--- src/rtl/inst_fetch_stage.sv ---
// inst_fetch_stage: MIPS IF stage owning the PC and the IF/ID register; optional syscall halt under IFETCH_HALT_DETECT_EN
module inst_fetch_stage #(
  parameter logic [31:0] RESET_PC   = 32'h0000_0000,
  parameter int          IMEM_WORDS = 1024
) (
  input  logic        Clk,
  input  logic        Rst_n,
  input  logic        Stall,
  input  logic        Flush,
  input  logic        BranchTaken,
  input  logic [31:0] BranchTarget,
  input  logic        Jump,
  input  logic [25:0] JumpIndex,
  input  logic [31:0] InstReg,
  output logic [31:0] Pc,
  output logic [31:0] IfId_Inst,
  output logic [31:0] IfId_PcPlus4,
  output logic        IfId_Valid,
  output logic        Halted,
  output logic        MisalignErr
);
  localparam logic [31:0] ADDR_MASK = 32'(IMEM_WORDS * 4 - 1);
  typedef enum logic [1:0] {S_RESET, S_RUN, S_HALT} state_t;
  state_t      r_state;
  logic [31:0] r_pc, r_inst, r_pc_plus4;
  logic        r_valid, r_misalign;
  logic [31:0] w_pc_plus4, w_target, w_next_pc;
  logic        w_redirect, w_kill;
  assign w_pc_plus4 = r_pc + 32'd4;
  assign w_redirect = Jump | BranchTaken;
  assign w_kill     = Flush | w_redirect;
  assign w_target   = Jump ? {w_pc_plus4[31:28], JumpIndex, 2'b00} : {BranchTarget[31:2], 2'b00};
  assign w_next_pc  = (w_redirect ? w_target : Stall ? r_pc : w_pc_plus4) & ADDR_MASK;
`ifdef IFETCH_HALT_DETECT_EN
  logic r_halted;
  assign Halted = r_halted;
`else
  assign Halted = 1'b0;
`endif
  always_ff @(posedge Clk or negedge Rst_n) begin
    if (!Rst_n) begin
      r_state    <= S_RESET;
      r_pc       <= RESET_PC;
      r_inst     <= '0;
      r_pc_plus4 <= '0;
      r_valid    <= 1'b0;
      r_misalign <= 1'b0;
`ifdef IFETCH_HALT_DETECT_EN
      r_halted   <= 1'b0;
`endif
    end else begin
      if (r_state != S_RESET && BranchTaken && |BranchTarget[1:0]) r_misalign <= 1'b1;
      case (r_state)
        // first edge out of reset only arms fetch so IMEM[RESET_PC] gets a full cycle
        S_RESET: r_state <= S_RUN;
        S_RUN: begin
          r_pc <= w_next_pc;
          if (w_kill) begin
            r_inst     <= '0;
            r_pc_plus4 <= '0;
            r_valid    <= 1'b0;
          end else if (!Stall) begin
            r_inst     <= InstReg;
            r_pc_plus4 <= w_pc_plus4 & ADDR_MASK;
            r_valid    <= 1'b1;
`ifdef IFETCH_HALT_DETECT_EN
            if (InstReg == 32'h0000_000C) begin
              r_state  <= S_HALT;
              r_halted <= 1'b1;
            end
`endif
          end
        end
`ifdef IFETCH_HALT_DETECT_EN
        // halted fetch only leaves on a redirect, meaning the syscall was wrong-path
        S_HALT: begin
          r_inst     <= '0;
          r_pc_plus4 <= '0;
          r_valid    <= 1'b0;
          if (w_redirect) begin
            r_pc     <= w_next_pc;
            r_state  <= S_RUN;
            r_halted <= 1'b0;
          end
        end
`endif
        default: r_state <= S_RUN;
      endcase
    end
  end
  assign Pc           = r_pc;
  assign IfId_Inst    = r_inst;
  assign IfId_PcPlus4 = r_pc_plus4;
  assign IfId_Valid   = r_valid;
  assign MisalignErr  = r_misalign;
endmodule
--- config.mk ---
export PLATFORM = sky130hd
export DESIGN_NAME = inst_fetch_stage
export DESIGN_NICKNAME = d
export VERILOG_FILES = /design/src/rtl/inst_fetch_stage.sv
export SDC_FILE = /design/constraint.sdc
export NUM_CORES = 1
export LEC_CHECK = 0
export CELL_PAD_IN_SITES_DETAIL_PLACEMENT = 2
export CELL_PAD_IN_SITES_GLOBAL_PLACEMENT = 2
export CORE_ASPECT_RATIO = 0.9
export CORE_MARGIN = 1
export CORE_UTILIZATION = 20
export DETAILED_ROUTE_END_ITERATION = 8
export GPL_TIMING_DRIVEN = 0
export PLACE_DENSITY_LB_ADDON = 0.1
export SLEW_MARGIN = 10
export SYNTH_ARGS = -nofsm -noshare
export SYNTH_HDL_FRONTEND = slang
export SYNTH_SLANG_ARGS = --single-unit
--- constraint.sdc ---
create_clock -name Clk -period 1.9 [get_ports Clk]
set_input_delay 0.38 -clock Clk [delete_from_list [all_inputs] [get_ports Clk]]
set_output_delay 0.38 -clock Clk [all_outputs]
set_load 0.01 [all_outputs]
==> results.sh <==
export IMPL_drt_total_wl_mm=9.26
export IMPL_r2r_setup_slack_ns=0.14
export IMPL_tightest_slew_ns=0.757
export IMPL_track_usage_pct=13.0
export IMPL_slew_headroom_pct=49.5
export IMPL_rsz0062_at_grt="no"
export IMPL_rows=40
export IMPL_grt_pass1_wl_mm=14.8
export IMPL_synth_edff_count=0
export IMPL_wl_met1_mm=4.22
export IMPL_setup_tns_ns=0
export IMPL_met3WireLength_um=512
export IMPL_vdd_drop_max_v=0.000469
export IMPL_avgSynthCellArea_um2=11.1
export IMPL_n_fill_cell=1478
export IMPL_cts_path_max_buffers=2
export IMPL_worstRegToRegCells=5
export IMPL_crit_slowest_cell="clkdlybuf4s50_1"
export IMPL_ys_types=43
export IMPL_hold_path_class="in -> async"
export IMPL_cp_top_family="buffers and inverters"
export IMPL_p_int_w=0.00223
export IMPL_whs_ns=0.157
export IMPL_critPathMaxFanout=8
export IMPL_drt_iter0_drc=41
export IMPL_drive_gt1_share_pct=17.6
export IMPL_viasPerCell=4.06
export IMPL_dp_cells=602
export IMPL_setup_ws_ns=0.126
export IMPL_htree_num_levels=2
export IMPL_crit_required_ns=1.52
export IMPL_synth_ff_type="dfrtp_1"
export IMPL_p_seq_share_pct=42.8
export IMPL_yosys_warnings=0
export IMPL_layout_nets=517
export IMPL_end_kind="primary output"
export IMPL_rr_endpoint="IfId_PcPlus4[8]"
export IMPL_clock_latency_ns=0.30
export IMPL_antenna_found_initial=0
export IMPL_cap_violations=0
export IMPL_synth_xor_area_share_pct=2.16
export IMPL_synth_simple_area_share_pct=7.33
export IMPL_r2r_start="Pc[2]"
export IMPL_synthAdderAreaFrac_pct=0.442
export IMPL_crit_type="reg -> out"
export IMPL_fmax_mhz=564
export IMPL_grt_max_degree=56
export IMPL_skew_ns=0.00509
export IMPL_synthArstFlopShare_pct=100
export IMPL_slew_violations=0
export IMPL_syn_inst=256
export IMPL_wl_per_cell_um=15.2
export IMPL_syn_cell_area_um2=2830
export IMPL_ios=195
export IMPL_crit_path_start_kind="register"
export IMPL_core_um2=13600
export IMPL_cts_root_buf="clkbuf_16"
export IMPL_start_util_pct=20.9
export IMPL_first_global_vias=2704
export IMPL_slowest_delay_ns=0.60
export IMPL_path_clk_slew_ns=0.07
export IMPL_hpwl_mm=7.10
export IMPL_status="finished, final reports clean"
export IMPL_dr_pass1_iters=4
export IMPL_ys_seq_area_share_pct=48.6
export IMPL_post_route_drc_count=0
export IMPL_top_layer="met4"
export IMPL_cts_buffers=5
export IMPL_p_per_area_nw_per_um2=675
export IMPL_synth_mux_area_fraction_pct=1.06
export IMPL_diodes=0
export IMPL_cp_arrival_ns=1.39
export IMPL_hold_viol=0
export IMPL_fin_cells=609
export IMPL_met2WireLength_mm=4.44
export IMPL_leakage_nw=2.10
export IMPL_cts_hold_repair_buffers=0
export IMPL_final_util_pct=33.4
export IMPL_vias=2475
export IMPL_gr_total_overflow=0
export IMPL_worstPathCellList="clkdlybuf4s50_1"
export IMPL_dp_slack_ns=-0.203
export IMPL_clockPowerShare_pct=34.3
export IMPL_die_w_um=127
export IMPL_syn_to_final_growth_pct=60.0
export IMPL_synth_top_family_by_area="compound AO/OA/AOI/OAI gates"
export IMPL_cts_num_sinks=55
export IMPL_period_needed_ns=1.77
export IMPL_combPwrFrac_pct=22.8
export IMPL_place_congestion=0.692
export IMPL_crit_buf_inv=1
export IMPL_switching_share_pct=27.1
export IMPL_min_period_over_period_pct=93.4
export IMPL_ys_ff_latch=55
export IMPL_cts_tree="done"
export IMPL_power_switching_w=0.000828
export IMPL_dieArea_um2=14700
export IMPL_finalSetupViolations=0
export IMPL_port_buffers=113
export IMPL_synth_compound_area_share_pct=24.1
export IMPL_die_h_um=115
export IMPL_ant_nets=0
==> cell usage after synthesis (3+ instances only) <==
library cell  number  share of area (%)
nand2_1           11                1.5
and3_1             7                1.5
a31oi_1            4               0.88
xnor2_1            4                1.2
buf_2              7                1.2
xor2_1             3               0.93
nand2b_1           3               0.66
inv_1              4               0.53
nor2_1             7               0.93
mux2i_1            3                1.1
a21oi_1            5               0.88
buf_6              5                2.0
nand3_1            3               0.53
dfrtp_1           55                 49
buf_4             46                 12
o21a_1             3               0.79
o21ai_0            9                1.6
a22o_1            41                 13
o211ai_1           4                1.1
==> power groups by stage <==
stage	Sequential (W)	Combinational [W]	Clock [W]
finish	0.00131	0.000700	0.00105
global route	0.00133	0.000765	0.00113
CTS	0.00131	0.000709	0.00109
detailed placement	0.00133	0.000706	0
global placement	0.00133	0.000696	0
floorplan	0.00134	0.000321	0
==> cells in the final DEF (no fill, tap or decap), types with 3 or more instances in the layout <==
| cell type | n |
|---|---|
| a21oi_1 | 5 |
| a22o_1 | 41 |
| a31oi_1 | 4 |
| and3_1 | 7 |
| buf_2 | 6 |
| buf_4 | 47 |
| buf_6 | 5 |
| clkbuf_16 | 5 |
| clkdlybuf4s50_1 | 112 |
| conb_1 | 46 |
| dfrtp_1 | 54 |
| inv_1 | 4 |
| mux2i_1 | 3 |
| nand2_1 | 11 |
| nand2b_1 | 3 |
| nand3_1 | 3 |
| nor2_1 | 7 |
| o211ai_1 | 4 |
| o21a_1 | 3 |
| o21ai_0 | 9 |
| xnor2_1 | 4 |
| xor2_1 | 3 |
==> sequential cells by signal, summed over array words and instances (netlist names) <==
signal        cells
r_state           1
MisalignErr       1
IfId_Inst        32
Pc               10
IfId_Valid        1
IfId_PcPlus4     10
==> metrics by stage <==
stage	power, W	cell area (um2)
final	0.00306	4530
after global routing	0.00323	4530
after CTS	0.00311	4520
after detailed placement	0.00204	4360
after global placement	0.00203	4370
after floorplan	0.00166	3000
==> cell families after synthesis <==
| kind of cell | after synthesis |
|---|---|
| AND/OR/NAND/NOR | 41 |
| multiplexers | 3 |
| XOR/XNOR | 7 |
| adder cells (fa/ha/maj) | 1 |
| flip-flops | 55 |
| AO/OA/AOI/OAI | 84 |
| other | 2 |
| buffers and inverters | 63 |
==> metal layers <==
layer,up-vias,track usage [%]
met5,-,0
met4,0,3.81
met3,4,2.70
met2,88,22.3
met1,1218,16.6
li1,1165,-
==> worst max-delay path by stage <==
stage	start	to	slack (ns)	cells after the start
2_1_floorplan	Pc[2]	IfId_PcPlus4[8]	0.27	5
3_3_place_gp	Rst_n	Pc[2]	-1.54	1
3_5_place_dp	Jump	IfId_Inst[21]	-0.20	6
4_1_cts	Pc[2]	Pc[2]	0.05	1
5_1_grt	Jump	IfId_PcPlus4[5]	0.02	6
6_report	Pc[4]	Pc[4]	0.13	1
==> layout make-up <==
type | count | area (um2) | share of cell area (%)
flip-flops and latches | 55 | 1380 | 30.4
clock buffers | 6 | 129 | 2.84
well taps | 189 | 236 | 5.22
multi-input cells | 182 | 1170 | 25.9
plain buffers | 59 | 443 | 9.77
inverters | 4 | 15.0 | 0.331
repair buffers | 113 | 1130 | 24.9
clock inverters | 1 | 30.0 | 0.662
==> timing repair <==
item | in CTS | in global routing
endpoints found under the setup margin | 0 | 6
resized for setup | 0 | 3
setup buffers | 0 | 0
Power figures use the tool's default switching activity.
